===== src/rtl/dcache_refill_pkg.sv =====
// dcache_refill_pkg
//   Shared definitions for the data-cache refill sequencer:
//   - default configuration of the cache geometry (CFG_*)
//   - derived address-field widths (WSEL_BITS, OFFSET_BITS, TAG_BITS)
//   - refill FSM state enum
//   - helpers that split a byte address into index / tag / line base
//   The address layout is: [tag | index | word-in-line | byte-in-word].
package dcache_refill_pkg;

  localparam int CFG_NTHREADS       = 4;
  localparam int CFG_WORDS_PER_LINE = 4;
  localparam int CFG_INDEX_BITS     = 7;
  localparam int CFG_ADDR_WIDTH     = 32;
  localparam int CFG_DATA_WIDTH     = 32;

  // Word select within a line, then two byte-offset bits inside a 32-bit word.
  localparam int WSEL_BITS   = $clog2(CFG_WORDS_PER_LINE);
  localparam int OFFSET_BITS = WSEL_BITS + 2;
  localparam int TAG_BITS    = CFG_ADDR_WIDTH - CFG_INDEX_BITS - OFFSET_BITS;

  typedef enum logic [2:0] {
    IDLE,
    REQ,
    FILL,
    COMMIT,
    DONE
  } state_t;

  function automatic logic [CFG_INDEX_BITS-1:0] get_index(input logic [CFG_ADDR_WIDTH-1:0] addr);
    return addr[OFFSET_BITS +: CFG_INDEX_BITS];
  endfunction

  function automatic logic [TAG_BITS-1:0] get_tag(input logic [CFG_ADDR_WIDTH-1:0] addr);
    return addr[CFG_ADDR_WIDTH-1 -: TAG_BITS];
  endfunction

  // Line-aligned byte address: offset bits forced to zero.
  function automatic logic [CFG_ADDR_WIDTH-1:0] line_base(input logic [CFG_ADDR_WIDTH-1:0] addr);
    return {addr[CFG_ADDR_WIDTH-1:OFFSET_BITS], {OFFSET_BITS{1'b0}}};
  endfunction

endpackage


===== src/rtl/dcache_refill_ctrl_rr_arbiter.sv =====
// rr_arbiter
//   Purely combinational round-robin picker. Searches the request vector
//   starting at the thread after last_grant, wrapping around, and returns
//   the first requester.
//   Ports:
//     req         in  N    request vector
//     last_grant  in  IDW  thread that was granted most recently
//     grant       out N    one-hot grant (all zero when no request)
//     grant_id    out IDW  encoded grant
//     grant_valid out 1    at least one request present
module rr_arbiter #(
  parameter int N   = 4,
  parameter int IDW = (N > 1) ? $clog2(N) : 1
) (
  input  logic [N-1:0]   req,
  input  logic [IDW-1:0] last_grant,
  output logic [N-1:0]   grant,
  output logic [IDW-1:0] grant_id,
  output logic           grant_valid
);

  always_comb begin
    int             sum;
    logic [IDW-1:0] idx;
    grant       = '0;
    grant_id    = '0;
    grant_valid = 1'b0;
    sum         = 0;
    idx         = '0;
    // k = N revisits last_grant itself, so a lone requester that was just
    // served can still be granted again.
    for (int k = 1; k <= N; k++) begin
      sum = int'(last_grant) + k;
      if (sum >= N) sum = sum - N;
      idx = IDW'(sum);
      if (!grant_valid && req[idx]) begin
        grant[idx]  = 1'b1;
        grant_id    = idx;
        grant_valid = 1'b1;
      end
    end
  end

endmodule


===== src/rtl/dcache_refill_ctrl.sv =====
// dcache_refill_ctrl
//   Data-cache miss/refill sequencer. Picks one missing thread round-robin,
//   issues a line read to memory, streams the returned words into the data
//   RAM, then commits tag + valid bit and pulses MissDone to the thread.
//   One refill is in flight at a time.
//   Ports:
//     clk, Reset                 clock / async active-high reset
//     MissReq, MissAddr          per-thread miss request (level) and byte address
//     MissDone                   one-cycle completion pulse, one-hot by thread
//     MemReq, MemAddr, MemAck    line read request handshake
//     MemRdValid, MemRdData      returned data words
//     DataWrite, DataIndex,
//     DataWordSel, DataWdata     data RAM write port
//     TagWrite, TagData          tag RAM write port
//     WriteValid, CacheIndexWrite valid-bit set port (index shared with tag RAM)
//     Busy                       refill in progress
module dcache_refill_ctrl
  import dcache_refill_pkg::*;
#(
  parameter int NTHREADS       = CFG_NTHREADS,
  parameter int WORDS_PER_LINE = CFG_WORDS_PER_LINE,
  parameter int INDEX_BITS     = CFG_INDEX_BITS,
  parameter int ADDR_WIDTH     = CFG_ADDR_WIDTH,
  parameter int DATA_WIDTH     = CFG_DATA_WIDTH
) (
  input  logic                       clk,
  input  logic                       Reset,
  input  logic [NTHREADS-1:0]        MissReq,
  input  logic [NTHREADS*ADDR_WIDTH-1:0] MissAddr,
  output logic [NTHREADS-1:0]        MissDone,
  output logic                       MemReq,
  output logic [ADDR_WIDTH-1:0]      MemAddr,
  input  logic                       MemAck,
  input  logic                       MemRdValid,
  input  logic [DATA_WIDTH-1:0]      MemRdData,
  output logic                       DataWrite,
  output logic [INDEX_BITS-1:0]      DataIndex,
  output logic [WSEL_BITS-1:0]       DataWordSel,
  output logic [DATA_WIDTH-1:0]      DataWdata,
  output logic                       TagWrite,
  output logic [TAG_BITS-1:0]        TagData,
  output logic                       WriteValid,
  output logic [INDEX_BITS-1:0]      CacheIndexWrite,
  output logic                       Busy
);

  localparam int IDW = (NTHREADS > 1) ? $clog2(NTHREADS) : 1;
  localparam logic [WSEL_BITS-1:0] LAST_WORD = WSEL_BITS'(WORDS_PER_LINE - 1);

  state_t                  state_reg;
  logic [IDW-1:0]          thread_id_reg;
  logic [NTHREADS-1:0]     thread_onehot_reg;
  logic [IDW-1:0]          last_grant_reg;
  logic [INDEX_BITS-1:0]   index_reg;
  logic [TAG_BITS-1:0]     tag_reg;
  logic [ADDR_WIDTH-1:0]   base_reg;
  logic [WSEL_BITS-1:0]    word_cnt_reg;
  logic                    mem_req_reg;
  logic                    tag_write_reg;
  logic                    write_valid_reg;
  logic [NTHREADS-1:0]     miss_done_reg;

  logic [NTHREADS-1:0]     grant;
  logic [IDW-1:0]          grant_id;
  logic                    grant_valid;
  logic [ADDR_WIDTH-1:0]   miss_addr_arr [NTHREADS];
  logic [ADDR_WIDTH-1:0]   sel_addr;
  logic                    data_write;

  generate
    for (genvar gi = 0; gi < NTHREADS; gi++) begin : g_addr
      assign miss_addr_arr[gi] = MissAddr[gi*ADDR_WIDTH +: ADDR_WIDTH];
    end
  endgenerate

  rr_arbiter #(
    .N   (NTHREADS),
    .IDW (IDW)
  ) u_arb (
    .req         (MissReq),
    .last_grant  (last_grant_reg),
    .grant       (grant),
    .grant_id    (grant_id),
    .grant_valid (grant_valid)
  );

  assign sel_addr = miss_addr_arr[grant_id];

  // The data RAM strobe follows MemRdValid directly so each word is written
  // in the cycle it arrives; anything outside FILL is ignored.
  assign data_write = (state_reg == FILL) && MemRdValid;

  always_ff @(posedge clk or posedge Reset) begin
    if (Reset) begin
      state_reg         <= IDLE;
      thread_id_reg     <= '0;
      thread_onehot_reg <= '0;
      last_grant_reg    <= IDW'(NTHREADS - 1);
      index_reg         <= '0;
      tag_reg           <= '0;
      base_reg          <= '0;
      word_cnt_reg      <= '0;
      mem_req_reg       <= 1'b0;
      tag_write_reg     <= 1'b0;
      write_valid_reg   <= 1'b0;
      miss_done_reg     <= '0;
    end else begin
      // Single-cycle strobes fall back to zero unless re-armed below.
      tag_write_reg   <= 1'b0;
      write_valid_reg <= 1'b0;
      miss_done_reg   <= '0;
      case (state_reg)
        IDLE: begin
          if (grant_valid) begin
            thread_id_reg     <= grant_id;
            thread_onehot_reg <= grant;
            index_reg         <= get_index(sel_addr);
            tag_reg           <= get_tag(sel_addr);
            base_reg          <= line_base(sel_addr);
            mem_req_reg       <= 1'b1;
            state_reg         <= REQ;
          end
        end
        REQ: begin
          if (MemAck) begin
            mem_req_reg  <= 1'b0;
            word_cnt_reg <= '0;
            state_reg    <= FILL;
          end
        end
        FILL: begin
          if (MemRdValid) begin
            word_cnt_reg <= word_cnt_reg + 1'b1;
            if (word_cnt_reg == LAST_WORD) begin
              tag_write_reg   <= 1'b1;
              write_valid_reg <= 1'b1;
              state_reg       <= COMMIT;
            end
          end
        end
        COMMIT: begin
          miss_done_reg <= thread_onehot_reg;
          state_reg     <= DONE;
        end
        DONE: begin
          last_grant_reg <= thread_id_reg;
          state_reg      <= IDLE;
        end
        default: state_reg <= IDLE;
      endcase
    end
  end

  assign MissDone        = miss_done_reg;
  assign MemReq          = mem_req_reg;
  assign MemAddr         = base_reg;
  assign DataWrite       = data_write;
  assign DataIndex       = index_reg;
  assign DataWordSel     = word_cnt_reg;
  assign DataWdata       = data_write ? MemRdData : '0;
  assign TagWrite        = tag_write_reg;
  assign TagData         = tag_reg;
  assign WriteValid      = write_valid_reg;
  assign CacheIndexWrite = index_reg;
  assign Busy            = (state_reg != IDLE);

endmodule


===== config.mk =====
export PLATFORM = sky130hd
export DESIGN_NAME = dcache_refill_ctrl
export DESIGN_NICKNAME = d
export VERILOG_FILES = /design/src/rtl/dcache_refill_pkg.sv /design/src/rtl/dcache_refill_ctrl_rr_arbiter.sv /design/src/rtl/dcache_refill_ctrl.sv
export SDC_FILE = /design/constraint.sdc
export NUM_CORES = 1
export LEC_CHECK = 0
export BUFFER_PORTS_ARGS = -buffer_cell sky130_fd_sc_hd__buf_4
export CORE_AREA = 4 4 106 108
export DETAILED_ROUTE_END_ITERATION = 7
export DIE_AREA = 0 0 110 112
export GPL_ROUTABILITY_DRIVEN = 0
export PLACE_DENSITY_LB_ADDON = 0.3
export SKIP_CTS_REPAIR_TIMING = 1
export SLEW_MARGIN = 20
export SYNTH_ARGS = -nofsm -noshare
export SYNTH_HDL_FRONTEND = slang
export SYNTH_SLANG_ARGS = --single-unit
export TNS_END_PERCENT = 100

===== constraint.sdc =====
create_clock -name clk -period 6.6 [get_ports clk]
set_input_delay 0.99 -clock clk [delete_from_list [all_inputs] [get_ports clk]]
set_output_delay 0.99 -clock clk [all_outputs]
set_load 0.05 [all_outputs]

Word-level counts from Yosys, hierarchy flattened
Index checks and enable logic that the tools add are counted.
- register bits after elaboration: 75
- latch bits: 0
- memories kept: 0
- input bits: 168
- bits in read-only memories: 0
- RAM bits: 0
- muxes and demuxes: 51
- reduce and logical (&&, ||, !) cells: 19
- equal/unequal tests: 9
- multipliers: 0
- bitwise gates (word level): 4
- shift operators: 0
- div/mod/pow operators: 0
- add/subtract/negate cells: 9
- order comparisons: 13
- operator list (cell ; number):
    $mux 32 ; 3
    $bmux 32 s2 ; 1
    $mux 2 ; 10
    $mux 4 ; 5
    $mux 1 ; 17
    $ge 3x3->1 const B ; 4
    $lt 2x3->1 const B ; 4
    $mux 3 ; 4
    $or 4x4->4 ; 3
    $pmux 3 s4 ; 1
    $bmux 1 s2 ; 4
    $demux 1 s2 ; 4
    $ge 2x1->1 const B ; 4
    $logic_and 1x1->1 ; 8
    $sub 2x1->2 const B ; 4
    $add 2x2->3 const B ; 2
    $eq 3x2->1 const B ; 2
    $ne 2x2->1 const B ; 3
    $reduce_and 3->1 ; 2
    $add 2x3->4 const B ; 1
    $ge 4x3->1 const B ; 1
    $pmux 2 s2 ; 1
    $reduce_and 4->1 ; 1
    $reduce_bool 2->1 ; 2
    other kinds (12) ; 14

Logic depth before layout (Yosys ltp)
- word-level depth: 19
- depth in mapped cells: 12
- mapped depth without buffers: 7

By module
From an unflattened synthesis, not the netlist that was laid out.
- cell total of the unflattened synthesis: 302
- area, all modules: 3692.3 µm²
- modules (own cells, without submodules) (module ; instances ; sequential area each (µm²) ; area an instance (µm²) ; cells an instance):
    dcache_refill_ctrl ; 1 ; 1178.6 ; 3166.8 ; 234
    rr_arbiter ; 1 ; 0.0 ; 525.5 ; 68

Least setup slack after synthesis
No wires, ideal clock.
- path type: input to output
- from: in MemRdValid
- to: out DataWdata[0]
- stages on the path: 4
- slack: 3126 ps
- data required time: 5610 ps
- data arrival time: 2484 ps
- cell sequence: nand3_1 nor2_1 clkbuf_1 and2_1
- word-level cells in the longest chain between the ends: 2
- RTL lines (element ; RTL line ; RTL):
    start: declaration ; dcache_refill_ctrl.sv:34 ; input logic MemRdValid,
    $logic_and 1x1->1 ; dcache_refill_ctrl.sv:91 ; assign data_write = (state_reg == FILL) && MemRdValid;
    named net DataWrite ; dcache_refill_ctrl.sv:36 ; output logic DataWrite,
    $mux 32 ; dcache_refill_ctrl.sv:160 ; assign DataWdata = data_write ? MemRdData : '0;
    end: declaration ; dcache_refill_ctrl.sv:39 ; output logic [DATA_WIDTH-1:0] DataWdata,
The timed path passes the listed nets, and every way through them passes these cells.

Worst setup path after layout
- from: reg last_grant_reg[0]
- to: reg index_reg[4] (netlist: CacheIndexWrite[4])
- word-level cells in the longest chain between the ends: 19
- elaborated cells between the ends (all ways): 43
- RTL lines (element ; RTL line ; RTL):
    start: declaration ; dcache_refill_ctrl.sv:53 ; logic [IDW-1:0] last_grant_reg;
    start signal: assignment ; dcache_refill_ctrl.sv:98 ; last_grant_reg <= IDW'(NTHREADS - 1);
    start signal: assignment ; dcache_refill_ctrl.sv:146 ; last_grant_reg <= thread_id_reg;
    $add 2x1->3 ; dcache_refill_ctrl_rr_arbiter.sv:33 ; sum = int'(last_grant) + k;
    $ge 3x3->1 / $sub 2x1->2 (equally long branches) ; dcache_refill_ctrl_rr_arbiter.sv:34 ; if (sum >= N) sum = sum - N;
    $mux 2 ; dcache_refill_ctrl_rr_arbiter.sv:34 ;
    $bmux 1 s2 ; dcache_refill_ctrl_rr_arbiter.sv:36 ; if (!grant_valid && req[idx]) begin
    $mux 1 (implied by the code) ; dcache_refill_ctrl_rr_arbiter.sv:36 ;
    $mux 1 ; dcache_refill_ctrl_rr_arbiter.sv:36 ;
    $logic_not 1->1 ; dcache_refill_ctrl_rr_arbiter.sv:36 ;
    $logic_and 1x1->1 ; dcache_refill_ctrl_rr_arbiter.sv:36 ;
    [... 2 more ...] ; n/a ;
    $logic_and 1x1->1 ; dcache_refill_ctrl_rr_arbiter.sv:36 ;
    $mux 1 ; dcache_refill_ctrl_rr_arbiter.sv:36 ;
    $logic_not 1->1 ; dcache_refill_ctrl_rr_arbiter.sv:36 ;
    $logic_and 1x1->1 ; dcache_refill_ctrl_rr_arbiter.sv:36 ;
    $mux 2 ; dcache_refill_ctrl_rr_arbiter.sv:36 ;
    $not 2->3 (implied by the code) ; dcache_refill_ctrl.sv:87 ; assign sel_addr = miss_addr_arr[grant_id];
    $bmux 32 s2 ; dcache_refill_ctrl.sv:87 ;
    $mux 32 (implied by the code) (2 in series) ; dcache_refill_ctrl.sv:87 ;
    end signal: assignment ; dcache_refill_ctrl.sv:117 ; index_reg <= get_index(sel_addr);
    end: declaration ; dcache_refill_ctrl.sv:54 ; logic [INDEX_BITS-1:0] index_reg;
Parallel ways exist; a longest one is shown, timed or not. The select of a mux whose other input is x is not followed.
A chain may end at the register's enable or synchronous reset.

==> impl_metrics.ini <==
[outcome]
status = completed

[placed_design]
dp_cells = 697
dp_slack_ns = 3.055
dpl.hpwl_mm = 8.919
port_buffers = 257

[yosys]
synth_top_cell_by_area = dfrtp_1
synthXorXnorAreaFrac = 0
yosysWarnings = 0
synth_top_family_by_area = multiplexers
synth_seq_cells = 47
synth_top_area_frac = 0.3140
synth_compound_area_frac = 0.1340
synth.area.top_cells = dfrtp_1 (31%), mux2i_1 (16%), buf_4 (9.2%)
yosysSeqAreaShare = 0.3287
synth_ff_type = dfrtp_1
yosys.cell_types.count = 40
async_flop_share = 1.000
synth_area_sq_um = 3586
syn_inst = 364
avgSynthCellArea_sq_um = 9.851
synth-simple-area-share = 0.1591
synth_edf_count = 0
yosys.area_share.adder = 0.03140
synth_mux_area_frac = 0.2055

[global_route]
antenna_found_initial = 0
grt_pass1_vias = 3467
grt_remaining_overflow = 0
grtUsageMet2 = 0.3277
grt_start_max_net_pins = 58
grt_usage = 0.1767
grt_use_met1 = 0.1960
gr-max-usage-layer = met2
grt_first_pass_wirelength_mm = 17.51
met3_usage = 0.05333

[route]
ant_nets = 0
route.detailed.drc = 0
drtIter0Drc = 141
wl_per_cell_microns = 16.20
wirelength_mm = 11.42
vias = 3432
vias_per_cell = 4.868
first_pass_iters = 4

[timing]
max_freq_mhz = 288.6
setup_viol = 0
min_period_over_period = 0.5250
hold_viol_final = 0
tightest_slew_ns = 0.9763
slew_headroom = 0.3467
grt_setup_unrepaired = no
whs_ns = 0.4911
min_period_ns = 3.465
drv_slew = 0
fin_skew_ns = 0.01569
tns_ns = 0
postLayoutSetupSlackWorst_ns = 3.135

[worst_setup_path]
path_buf_inv = 1
max_stage_delay_ns = 0.75
cp.required_ns = 6.75
ff2ff_path_depth = 7
critPathCaptureType = flop
crit_chain = inv_1, ha_1, mux4_2, a21boi_0, o21a_1, o21ai_4, o221ai_1
cp_slowest_cell = o21ai_4
cp.arrival_ns = 3.62
start_kind = flop
crit_type = reg -> reg
crit_fanout = 29
path_depth = 7
critPathTopFamily = compound AO/OA/AOI/OAI gates
rrSetupSlack_ns = 3.13

[power]
pwr-share-comb = 0.747
leakage_uw = 0.002786
p_sw_frac = 0.5627
ir_drop_mv = 0.3301
p_seq_frac = 0.181
clockPowerShare = 0.072
p_switching_uw = 1739
p_per_area_nw_per_um2 = 575.4
p_int_uw = 1352

[clocking]
cts_made_buffers = 5
cts_max_level = 2
clockRootBuffer = clkbuf_8
cts.sinks = 47
max-clock-path-buffers = 2
clkTransAtPathRegs_ns = 0.10
cts_tree = done
clkLatencyLatePin_ns = 0.31

[cells_and_area]
drive_gt1_frac = 0.5149
multiInputGateArea_sq_um = 1923
layout.nets = 745
largest_register_ffs = 20
fin_cells = 705
fin_util = 0.5250
n_fill_cell = 942
register_area_sq_um = 1179
antenna_cells = 0
syn_to_final_growth_pct = 49.79

[floorplanning]
ios = 278
core_sq_um = 10230
fp.dieH_microns = 112
die-area_sq_um = 12320
rows = 37
initial_utilization = 0.3505
die_w_microns = 110

[hold_path]
hp-class = reg -> reg
min_path_cells = 2

[run]
maxCapViolCount = 0
[cell families after synthesis]
| group | count (synthesis) |
|---|---|
| adders and majority gates | 9 |
| AOI/OAI and AO/OA | 56 |
| other | 1 |
| DFF | 47 |
| muxes | 68 |
| buffers and inverters | 73 |
| and+or+nand+nor | 110 |
[path summary, 6_finish.rpt]
check | endpoint | from
min | thread_id_reg[1] | thread_id_reg[1]
max in group asynchronous | MemReq | Reset
min reg2reg | thread_id_reg[1] | thread_id_reg[1]
max | CacheIndexWrite[4] | last_grant_reg[0]
max reg2reg | CacheIndexWrite[4] | last_grant_reg[0]
min in group asynchronous | CacheIndexWrite[0] | Reset
[Yosys cell counts (all sizes together), types with 2 or more instances]
cell type and count:
a21oi 8, a221oi 5, and2 38, buf 60
clkbuf 7, dfrtp 45, dfstp 2, ha 9
inv 6, mux2 5, mux2i 59, mux4 4
nand2 49, nand2b 2, nand3b 5, nor2 4
nor2b 2, nor3 2, o211ai 2, o21ai 9
o221ai 28, or3 2, or4 2
[area by class of cell]
class	count	area share
inverter	6	0.004426
tap	136	0.03168
multi-input combinational	247	0.3580
timing repair buffer	261	0.3648
sequential	47	0.2194
clock inverter	3	0.008852
clock buffer	5	0.01281
[power by group through the flow]
stage | clock network [uW] | registers [uW] | logic (uW)
2_1_floorplan | 0 | 830 | 1640
3_3_place_gp | 0 | 557 | 2310
3_5_place_dp | 0 | 565 | 2350
4_1_cts | 231 | 560 | 2350
5_1_grt | 243 | 582 | 2470
6_report | 222 | 559 | 2310
[metrics by stage]
stage / power (uW) / area, sq um
after floorplan: 2468 / 3597
after global placement: 2866 / 5254
after detailed placement: 2911 / 5254
after CTS: 3137 / 5370
after global routing: 3294 / 5371
final: 3091 / 5371
[routing by layer]
| metal | up-vias | part of all wire |
|---|---|---|
| met4 | 0 | 0.012 |
| met1 | 1614 | 0.35 |
| met5 | - | 0 |
| met2 | 150 | 0.53 |
| li1 | 1656 | - |
| met3 | 12 | 0.11 |
[placed cells by master (no fill, tap or decap), types with 5 or more instances in the layout]
cell type	instances
and2_1	37
nand3b_1	5
inv_1	5
o21ai_0	8
a21oi_1	8
o221ai_1	19
ha_1	9
dfrtp_1	45
clkbuf_8	5
buf_4	261
mux2i_1	59
nand2_1	49
a221oi_1	5
mux2_2	5
o221ai_2	9
[tightest hold or removal path, stage by stage (launching register included)]
cell     delay, ns
dfrtp_1       0.36
nand2_1       0.05
nand2_1       0.06
No activity file was read; power rests on OpenSTA's default activity.
